--- src/rtl/div_unit_pkg.sv ---
// Shared definitions for the iterative divider: default width, counter width
// and the FSM state encoding.
package div_unit_pkg;

  localparam int DIV_WIDTH   = 32;
  localparam int DIV_COUNT_W = $clog2(DIV_WIDTH);

  typedef enum logic [1:0] {
    DIV_IDLE = 2'd0,
    DIV_BUSY = 2'd1,
    DIV_DONE = 2'd2
  } div_state_t;

endpackage

--- src/rtl/div_unit_if.sv ---
// Divider handshake bundle between the EX stage/hazard controller (master)
// and the divider (slave).
interface div_unit_if #(
  parameter int WIDTH = 32
) ();

  logic             start;
  logic             is_signed;
  logic [WIDTH-1:0] dividend;
  logic [WIDTH-1:0] divisor;
  logic             cancel;
  logic             stall;
  logic             done;
  logic [WIDTH-1:0] quotient;
  logic [WIDTH-1:0] remainder;

  modport master (
    output start, is_signed, dividend, divisor, cancel,
    input  stall, done, quotient, remainder
  );

  modport slave (
    input  start, is_signed, dividend, divisor, cancel,
    output stall, done, quotient, remainder
  );

endinterface

--- src/rtl/div_unit_step.sv ---
// One radix-2 restoring division iteration: shift in a dividend bit,
// trial-subtract the divisor, keep the difference when it does not borrow.
module div_step
  import div_unit_pkg::*;
#(
  parameter int WIDTH = DIV_WIDTH
) (
  input  logic [WIDTH-1:0] rem_in,
  input  logic [WIDTH-1:0] divisor,
  input  logic             dividend_bit,
  output logic [WIDTH-1:0] rem_out,
  output logic             quo_bit
);

  logic [WIDTH:0] shifted;
  logic [WIDTH:0] trial;

  // The partial remainder is always below the divisor, so the shifted value
  // needs exactly one extra bit and the restored result fits back in WIDTH.
  assign shifted = {rem_in, dividend_bit};
  assign trial   = shifted - {1'b0, divisor};
  assign quo_bit = ~trial[WIDTH];
  assign rem_out = quo_bit ? trial[WIDTH-1:0] : shifted[WIDTH-1:0];

endmodule

--- src/rtl/div_unit.sv ---
// Multi-cycle restoring divider for DIV/DIVU with stall/done pipeline
// handshake, sign fixup and divide-by-zero handling.
module div_unit
  import div_unit_pkg::*;
#(
  parameter int WIDTH = DIV_WIDTH
) (
  input logic       clk,
  input logic       rst,
  div_unit_if.slave bus
);

  localparam int CNT_W = $clog2(WIDTH);

  div_state_t       state_reg, state_next;
  logic [CNT_W-1:0] count_reg;
  logic [WIDTH-1:0] rem_reg;
  logic [WIDTH-1:0] quo_reg;
  logic [WIDTH-1:0] divisor_reg;
  logic [WIDTH-1:0] raw_dividend_reg;
  logic             neg_quo_reg;
  logic             neg_rem_reg;
  logic             div_zero_reg;
  logic [WIDTH-1:0] quotient_reg;
  logic [WIDTH-1:0] remainder_reg;

  logic             accept;
  logic             step_en;
  logic             last_step;
  logic             dividend_neg;
  logic             divisor_neg;
  logic [WIDTH-1:0] dividend_abs;
  logic [WIDTH-1:0] divisor_abs;
  logic [WIDTH-1:0] step_rem;
  logic             step_quo_bit;
  logic [WIDTH-1:0] final_quo;
  logic [WIDTH-1:0] quo_result;
  logic [WIDTH-1:0] rem_result;

  div_step #(.WIDTH(WIDTH)) u_step (
    .rem_in      (rem_reg),
    .divisor     (divisor_reg),
    .dividend_bit(quo_reg[WIDTH-1]),
    .rem_out     (step_rem),
    .quo_bit     (step_quo_bit)
  );

  assign accept    = (state_reg == DIV_IDLE) && bus.start && !bus.cancel;
  assign step_en   = (state_reg == DIV_BUSY) && !bus.cancel;
  assign last_step = (count_reg == CNT_W'(WIDTH - 1));

  assign dividend_neg = bus.is_signed && bus.dividend[WIDTH-1];
  assign divisor_neg  = bus.is_signed && bus.divisor[WIDTH-1];
  assign dividend_abs = dividend_neg ? -bus.dividend : bus.dividend;
  assign divisor_abs  = divisor_neg ? -bus.divisor : bus.divisor;

  // Final quotient includes the bit produced by the step in flight.
  assign final_quo = {quo_reg[WIDTH-2:0], step_quo_bit};

  always_comb begin
    quo_result = neg_quo_reg ? -final_quo : final_quo;
    rem_result = neg_rem_reg ? -step_rem : step_rem;
    if (div_zero_reg) begin
      quo_result = '1;
      rem_result = raw_dividend_reg;
    end
  end

  // State register
  always_ff @(posedge clk or negedge rst) begin
    if (!rst) begin
      state_reg <= DIV_IDLE;
    end else begin
      state_reg <= state_next;
    end
  end

  // Next-state logic; cancel overrides everything but reset
  always_comb begin
    state_next = state_reg;
    if (bus.cancel) begin
      state_next = DIV_IDLE;
    end else begin
      unique case (state_reg)
        DIV_IDLE: if (bus.start) state_next = DIV_BUSY;
        DIV_BUSY: if (last_step) state_next = DIV_DONE;
        DIV_DONE: state_next = DIV_IDLE;
        default:  state_next = DIV_IDLE;
      endcase
    end
  end

  // Output logic: stall rises in the accept cycle itself so E freezes at once
  always_comb begin
    bus.stall = 1'b0;
    bus.done  = 1'b0;
    unique case (state_reg)
      DIV_IDLE: bus.stall = bus.start && !bus.cancel;
      DIV_BUSY: bus.stall = !bus.cancel;
      DIV_DONE: bus.done  = !bus.cancel;
      default: ;
    endcase
  end

  always_ff @(posedge clk or negedge rst) begin
    if (!rst) begin
      count_reg        <= '0;
      rem_reg          <= '0;
      quo_reg          <= '0;
      divisor_reg      <= '0;
      raw_dividend_reg <= '0;
      neg_quo_reg      <= 1'b0;
      neg_rem_reg      <= 1'b0;
      div_zero_reg     <= 1'b0;
      quotient_reg     <= '0;
      remainder_reg    <= '0;
    end else if (accept) begin
      count_reg        <= '0;
      rem_reg          <= '0;
      quo_reg          <= dividend_abs;
      divisor_reg      <= divisor_abs;
      raw_dividend_reg <= bus.dividend;
      neg_quo_reg      <= dividend_neg ^ divisor_neg;
      neg_rem_reg      <= dividend_neg;
      div_zero_reg     <= (bus.divisor == '0);
    end else if (step_en) begin
      count_reg <= count_reg + 1'b1;
      rem_reg   <= step_rem;
      quo_reg   <= final_quo;
      if (last_step) begin
        quotient_reg  <= quo_result;
        remainder_reg <= rem_result;
      end
    end
  end

  assign bus.quotient  = quotient_reg;
  assign bus.remainder = remainder_reg;

endmodule

--- src/flat_wrapper.sv ---
// flat-port wrapper written by rule: the top's interface ports become plain ports
module div_unit_flat import div_unit_pkg::*;
#(
  parameter int WIDTH = DIV_WIDTH
)
  (clk, rst, bus_start, bus_is_signed, bus_dividend, bus_divisor, bus_cancel, bus_stall, bus_done, bus_quotient, bus_remainder);
  div_unit_if #(.WIDTH(WIDTH)) bus_i ();
  input logic clk;
  input logic rst;
  input wire logic [$bits(bus_i.start)-1:0] bus_start;
  input wire logic [$bits(bus_i.is_signed)-1:0] bus_is_signed;
  input wire logic [$bits(bus_i.dividend)-1:0] bus_dividend;
  input wire logic [$bits(bus_i.divisor)-1:0] bus_divisor;
  input wire logic [$bits(bus_i.cancel)-1:0] bus_cancel;
  output wire logic [$bits(bus_i.stall)-1:0] bus_stall;
  output wire logic [$bits(bus_i.done)-1:0] bus_done;
  output wire logic [$bits(bus_i.quotient)-1:0] bus_quotient;
  output wire logic [$bits(bus_i.remainder)-1:0] bus_remainder;
  assign bus_i.start = bus_start;
  assign bus_i.is_signed = bus_is_signed;
  assign bus_i.dividend = bus_dividend;
  assign bus_i.divisor = bus_divisor;
  assign bus_i.cancel = bus_cancel;
  assign bus_stall = bus_i.stall;
  assign bus_done = bus_i.done;
  assign bus_quotient = bus_i.quotient;
  assign bus_remainder = bus_i.remainder;
  div_unit #(.WIDTH(WIDTH)) u_core (.clk(clk), .rst(rst), .bus(bus_i));
endmodule
--- config.mk ---
export PLATFORM = sky130hd
export DESIGN_NAME = div_unit_flat
export DESIGN_NICKNAME = d
export VERILOG_FILES = /design/src/rtl/div_unit_pkg.sv /design/src/rtl/div_unit_if.sv /design/src/rtl/div_unit_step.sv /design/src/rtl/div_unit.sv /design/src/flat_wrapper.sv
export SDC_FILE = /design/constraint.sdc
export NUM_CORES = 1
export LEC_CHECK = 0
export ABC_CLOCK_PERIOD_IN_PS = 8800
export BUFFER_PORTS_ARGS = -buffer_cell sky130_fd_sc_hd__buf_2
export CORE_MARGIN = 2
export CORE_UTILIZATION = 25
export CTS_BUF_LIST = sky130_fd_sc_hd__clkbuf_8
export CTS_CLUSTER_DIAMETER = 80
export DETAILED_ROUTE_END_ITERATION = 8
export PLACE_DENSITY = 0.49
export SLEW_MARGIN = 20
export SYNTH_ARGS = -nofsm -noshare
export SYNTH_HDL_FRONTEND = slang
export SYNTH_SLANG_ARGS = --single-unit
--- constraint.sdc ---
create_clock -name clk -period 8.8 [get_ports clk]
set_clock_uncertainty 0.2 [all_clocks]
set_input_delay 1.76 -clock clk [delete_from_list [all_inputs] [get_ports clk]]
set_output_delay 1.76 -clock clk [all_outputs]
set_load 0.02 [all_outputs]
### Word-level counts from Yosys, hierarchy flattened

Index checks and enable logic that the tools add are counted.

| storage, ports and cells | value |
|---|---|
| flip-flop bits (word level) | 202 |
| output and inout port bits | 66 |
| logic and storage cells | 56 |
| bits of input ports | 69 |

| operators by class | value |
|---|---|
| add/subtract/negate cells | 6 |
| eq/ne operators | 5 |
| reductions and logical operators | 12 |
| multiplexer cells | 19 |
| bitwise gates (word level) | 3 |

Operators with widths:

| kind | number |
|---|---|
| 32-bit 2-to-1 mux | 11 |
| 32-bit negator | 4 |
| 33-bit by 32-bit subtractor with 33-bit output | 1 |
| 32-bit logical NOT | 1 |
| 5-bit 2-to-1 mux | 2 |
| 1-bit logical AND | 6 |
| 2-bit 2-to-1 mux | 3 |
| 5-bit by 1-bit adder with 5-bit output, second input constant | 1 |
| 5-bit == test, second input constant | 1 |
| 2-bit one-hot mux with 2 select lines | 1 |
| 3-bit by 2-bit inequality test with 1-bit output, second input constant | 1 |
| 3-bit inequality test, second input constant | 1 |
| 3-bit AND reduction | 1 |
| 2-bit by 1-bit == test with 1-bit output, second input constant | 1 |
| 2-bit == test, second input constant | 1 |
| 2-bit logical NOT | 1 |
| 1-bit NOT | 2 |
| 1-bit one-hot mux with 2 select lines | 1 |
| 2-bit AND reduction | 1 |
| 2-bit nonzero test | 1 |
| 1-bit logical NOT | 1 |
| 1-bit 2-to-1 mux | 1 |
| 1-bit XOR | 1 |

### Logic depth before layout (Yosys ltp)

| logic depth | value |
|---|---|
| depth after elaboration | 5 |
| mapped depth | 25 |
| mapped depth without buffers | 21 |

### By module

Synthesis repeated with hierarchy kept, for this count alone.

| unflattened totals | value |
|---|---|
| cells, all modules | 1537 |
| area, all modules | 13080.0 µm² |

By module, submodules not included:

| module | times used | cells an instance | seq. area each (µm²) | area an instance (µm²) |
|---|---|---|---|---|
| div_unit | 1 | 1226 | 5054.8 | 10824.1 |
| div_step | 1 | 311 | 0.0 | 2255.9 |

### Worst setup path before layout

No wires, ideal clock.

| timing path | value |
|---|---|
| path kind | reg-to-reg |
| from | reg u_core.quo_reg[31] |
| to | reg u_core.quotient_reg[26], in the netlist u_core.bus.quotient[26] |
| setup slack | 3667 ps |
| arrival time | 4796 ps |
| stages on the path, launching flop included | 22 |
| setup time | 137 ps |
| clock period less this slack | 5133 ps |
| required time | 8463 ps |
| cells stage by stage | dfrtp_1 -> inv_1 -> ha_1 -> fa_1 -> nor2b_1 -> o31a_1 -> o211ai_2 -> a211oi_1 -> o21ai_1 -> and2_4 -> buf_6 -> inv_2 -> buf_4 -> buf_1 -> ha_1 -> nand2_1 -> or4_1 -> or4_1 -> or3_1 -> o41ai_1 -> xor2_1 -> a21oi_1 |

| between the ends | value |
|---|---|
| word-level cells in the longest chain between the ends | 5 |

Ends and longest elaborated chain:

| element | RTL line | RTL |
|---|---|---|
| from (decl) | div_unit.sv:18 | `logic [WIDTH-1:0] quo_reg;` |
| from (signal assigned) | div_unit.sv:120 | `quo_reg <= dividend_abs;` |
| from (signal assigned) | div_unit.sv:129 | `quo_reg <= final_quo;` |
| 33-bit by 32-bit subtractor with 33-bit output | div_unit_step.sv:21 | `assign trial = shifted - {1'b0, divisor};` |
| 1-bit NOT | div_unit_step.sv:22 | `assign quo_bit = ~trial[WIDTH];` |
| 32-bit negator | div_unit.sv:61 | `quo_result = neg_quo_reg ? -final_quo : final_quo;` |
| 32-bit 2-to-1 mux | div_unit.sv:61 |  |
| 32-bit 2-to-1 mux | div_unit.sv:63 | `if (div_zero_reg) begin` |
| to (signal assigned) | div_unit.sv:131 | `quotient_reg <= quo_result;` |
| to (decl) | div_unit.sv:24 | `logic [WIDTH-1:0] quotient_reg;` |

No other way between the ends.
A chain may end at the register's enable or synchronous reset.

### Worst setup path in the final report

| timing path | value |
|---|---|
| from | reg u_core.quo_reg[31] |
| to | reg u_core.remainder_reg[28], in the netlist u_core.bus.remainder[28] |

| between the ends | value |
|---|---|
| word-level cells in the longest chain between the ends | 5 |

Ends and longest elaborated chain:

| element | RTL line | RTL |
|---|---|---|
| 33-bit by 32-bit subtractor with 33-bit output | div_unit_step.sv:21 |  |
| 32-bit 2-to-1 mux (*) | div_unit_step.sv:23 | `assign rem_out = quo_bit ? trial[WIDTH-1:0] : shifted[WIDTH-1:0];` |
| 32-bit negator | div_unit.sv:62 | `rem_result = neg_rem_reg ? -step_rem : step_rem;` |
| 32-bit 2-to-1 mux (*) | div_unit.sv:62 |  |
| 32-bit 2-to-1 mux (*) | div_unit.sv:63 |  |
| to (signal assigned) | div_unit.sv:132 | `remainder_reg <= rem_result;` |
| to (decl) | div_unit.sv:25 | `logic [WIDTH-1:0] remainder_reg;` |

Mark *: on every way between the ends. The rest lies on a longest branch, timed or not.

==> flow_summary.toml <==
[status]
status = "finished clean"

[die]
fp.coreArea_um2 = 52800
die_w_um = 235
die_h_um = 235
dieArea_um2 = 55400
rows = 84
start_util = 0.254
io_pins = 135

[synthesis]
syn-num-nets = 1734
synth_cell_types = 83
ys_seq_elements = 202
synth_top_cell_area_share = 0.378
synthArstFlopShare = 1.00
ys_seq_area_frac = 0.378
synth_cells = 1626
yosys.area.top_type = "dfrtp_1"
yosys-top-cells-area = "dfrtp_1 (38%), nand2_1 (8.7%), xor2_1 (5.4%)"
synth_ff_type = "dfrtp_1"
synth-edff-count = 0
syn-cell-area_um2 = 13400
avgSynthCellArea_um2 = 8.23
synth_warnings = 0

[power]
seq_power_share = 0.260
swShare = 0.475
power.switching_uw = 2370
leakagePower_uw = 0.00702
peakVddDrop_uv = 231
power_frac_clock = 0.189
p_per_area_nw_per_um2 = 324
power_frac_comb = 0.551
internal-power_uw = 2630

[critical_path]
end_kind = "register"
worstRegToRegCells = 20
rr_startpoint = "u_core.quo_reg[31]"
worstPathArrival_ns = 6.44
timing.rr.end = "u_core.bus.remainder[28]"
reg2reg_slack_ns = 2.62
required_ns = 9.06
cp-start-kind = "register"
crit_fanout = 53
crit_type = "register to register"

[global_routing]
grt_pass1_wl_um = 69700
grt_max_degree = 95
grt_overflow = 0
grt_pass1_vias = 12300
track_usage = 0.157
antenna_found_initial = 3

[cts]
cts_max_level = 2
root_buffer = "clkbuf_8"
clockBufferDepth = 3
cts_setup_buffers = 0
ctsHoldBuffers = 0
cts_buffers = 40
tritoncts = "yes"
insertion_delay_ns = 0.59
clock_sinks = 202
clkTransAtPathRegs_ns = 0.06
cts_resized = 0

[finish]
final_util = 0.292
synthToLayoutAreaGrowth_pct = 15.2
drive_above_1_share = 0.136
fillerInstances = 5759
regArea_um2 = 5050
multi_input_area_um2 = 7740
final_net_count = 1835

[placement]
place_congestion = 0.850
dpl.hpwl_um = 32400
io_buffers = 134
dpl_worst_slack_ns = 2.74

[timing]
final_max_slew_viol_count = 0
max-slew-margin-rel = 0.271
setup_viol_count_final = 0
fmax_ghz = 0.162
worst_pin_slew_ns = 1.09
fin_crit_ns = 6.18
finalWorstSetupSlack_ns = 2.62
hold_viol_final = 0
fin_crit_sh = 0.702
tns_ns = 0
rsz0062_at_grt = "false"

[drt]
antenna_left = 0
drt_wl_total_um = 43900
vias = 12200
drt_pre_antenna_iters = 5
wire_per_inst_um = 18.0
viasPerCell = 5.00
drt_iter0_markers = 767
drcViolationCount = 0

[flow_run]
max_cap_viol_count = 0

[worst_hold_path]
hold_path_depth = 2
min_path_type = "register to register"
min_from = "u_core.raw_dividend_reg[27]"
holdPathEnd = "u_core.raw_dividend_reg[27]"
metal layers:
| metal | GRT usage | share of wire | vias to the layer above |
|---|---|---|---|
| met3 | 0.0260 | 0.039 | 60 |
| li1 | - | - | 5954 |
| met4 | 0.0409 | 0.018 | 6 |
| met5 | 0 | 0.00098 | - |
| met1 | 0.204 | 0.45 | 5959 |
| met2 | 0.271 | 0.49 | 244 |
synthesized netlist by cell type, types with 7 or more instances:
cell type and count:
dfrtp_1 202, clkbuf_1 63, or3_1 23, or2_2 8, inv_1 54, a211oi_1 15
buf_2 13, o21ai_1 22, a21o_1 8, and2_1 11, a21oi_1 98, o21a_1 11
or4_1 12, ha_1 38, o21ai_0 131, xor2_1 83, a31oi_1 42, nor3_1 30
nand2_1 311, o41ai_1 15, xnor2_1 48, nand3_1 20, o31ai_1 29, a22o_1 8
mux2i_1 40, nand4_1 8, nor4_1 17, nor2_1 132, a22oi_1 7
area by class of cell:
type                    instances  share of cell area
multi-input cells            1280               0.502
flip-flops and latches        202               0.328
well taps                     688              0.0559
repair buffers                147              0.0504
clock buffers                  46              0.0411
inverters                      56              0.0136
clock inverters                23             0.00836
diodes                          1            0.000162
critical path, cell delays in order, from the launching register on:
cell and delay (ns):
dfrtp_1 0.34, inv_1 0.07, ha_1 0.23, fa_1 0.41, nor2b_1 0.24, o31a_1 0.31, o211ai_2 0.15, a211oi_1 0.31
or3_4 0.22, and2_4 0.62, inv_2 0.50, a21oi_1 0.36, ha_1 0.26, nand2_1 0.08, or3_1 0.42, nor3_1 0.19
mux2i_1 0.17, nor4_2 0.47, a31oi_1 0.21, mux2i_1 0.19, nand3_1 0.09
cells in the final DEF, fill, tap and decap left out, drive strengths merged, types with 40 or more instances in the layout:
master / n
mux2i: 40
clkbuf: 47
nand2: 311
a31oi: 42
dfrtp: 202
xor2: 83
o21ai: 153
nor2: 132
buf: 146
a21oi: 98
inv: 77
xnor2: 48
worst max-delay path by stage:
stage	startpoint	to	slack [ns]	cells past startpoint
detailed placement	u_core.quo_reg[31]	u_core.bus.remainder[28]	2.74	20
global placement	u_core.quo_reg[31]	u_core.bus.quotient[26]	2.84	18
floorplan	u_core.quo_reg[31]	u_core.bus.quotient[26]	3.67	21
finish	u_core.quo_reg[31]	u_core.bus.remainder[28]	2.62	20
global route	u_core.quo_reg[31]	u_core.bus.remainder[28]	2.17	20
CTS	u_core.quo_reg[31]	u_core.bus.remainder[28]	2.73	20
through the flow:
stage	hold slack (ns)	instances	power, uW	cell area (um2)
after floorplan	0.240	1626	3360	13400
after global placement	0.261	2373	4030	14600
after detailed placement	0.264	2373	4060	14600
after CTS	0.278	2442	5020	15400
after global routing	0.298	2442	5420	15400
final	0.279	2443	5000	15400
cell families (layout without fill, tap and decap cells):
| logic type | Yosys count | after routing | share of synthesized area |
|---|---|---|---|
| xor+xnor | 131 | 131 | 0.0858 |
| buf+inv | 144 | 272 | 0.0442 |
| flops | 202 | 202 | 0.378 |
| mux | 45 | 45 | 0.0341 |
| simple gates | 611 | 611 | 0.205 |
| compound gates | 454 | 454 | 0.216 |
| other cells | 0 | 1 | 0 |
| fa+ha+maj | 39 | 39 | 0.0370 |
power groups by stage:
stage	logic (uW)	clock network [uW]	registers, uW
4_1_cts	2760	968	1300
6_report	2750	943	1300
2_1_floorplan	2130	0	1230
3_3_place_gp	2710	0	1310
3_5_place_dp	2740	0	1320
5_1_grt	3080	1020	1330
Power figures use the tool's default switching activity.
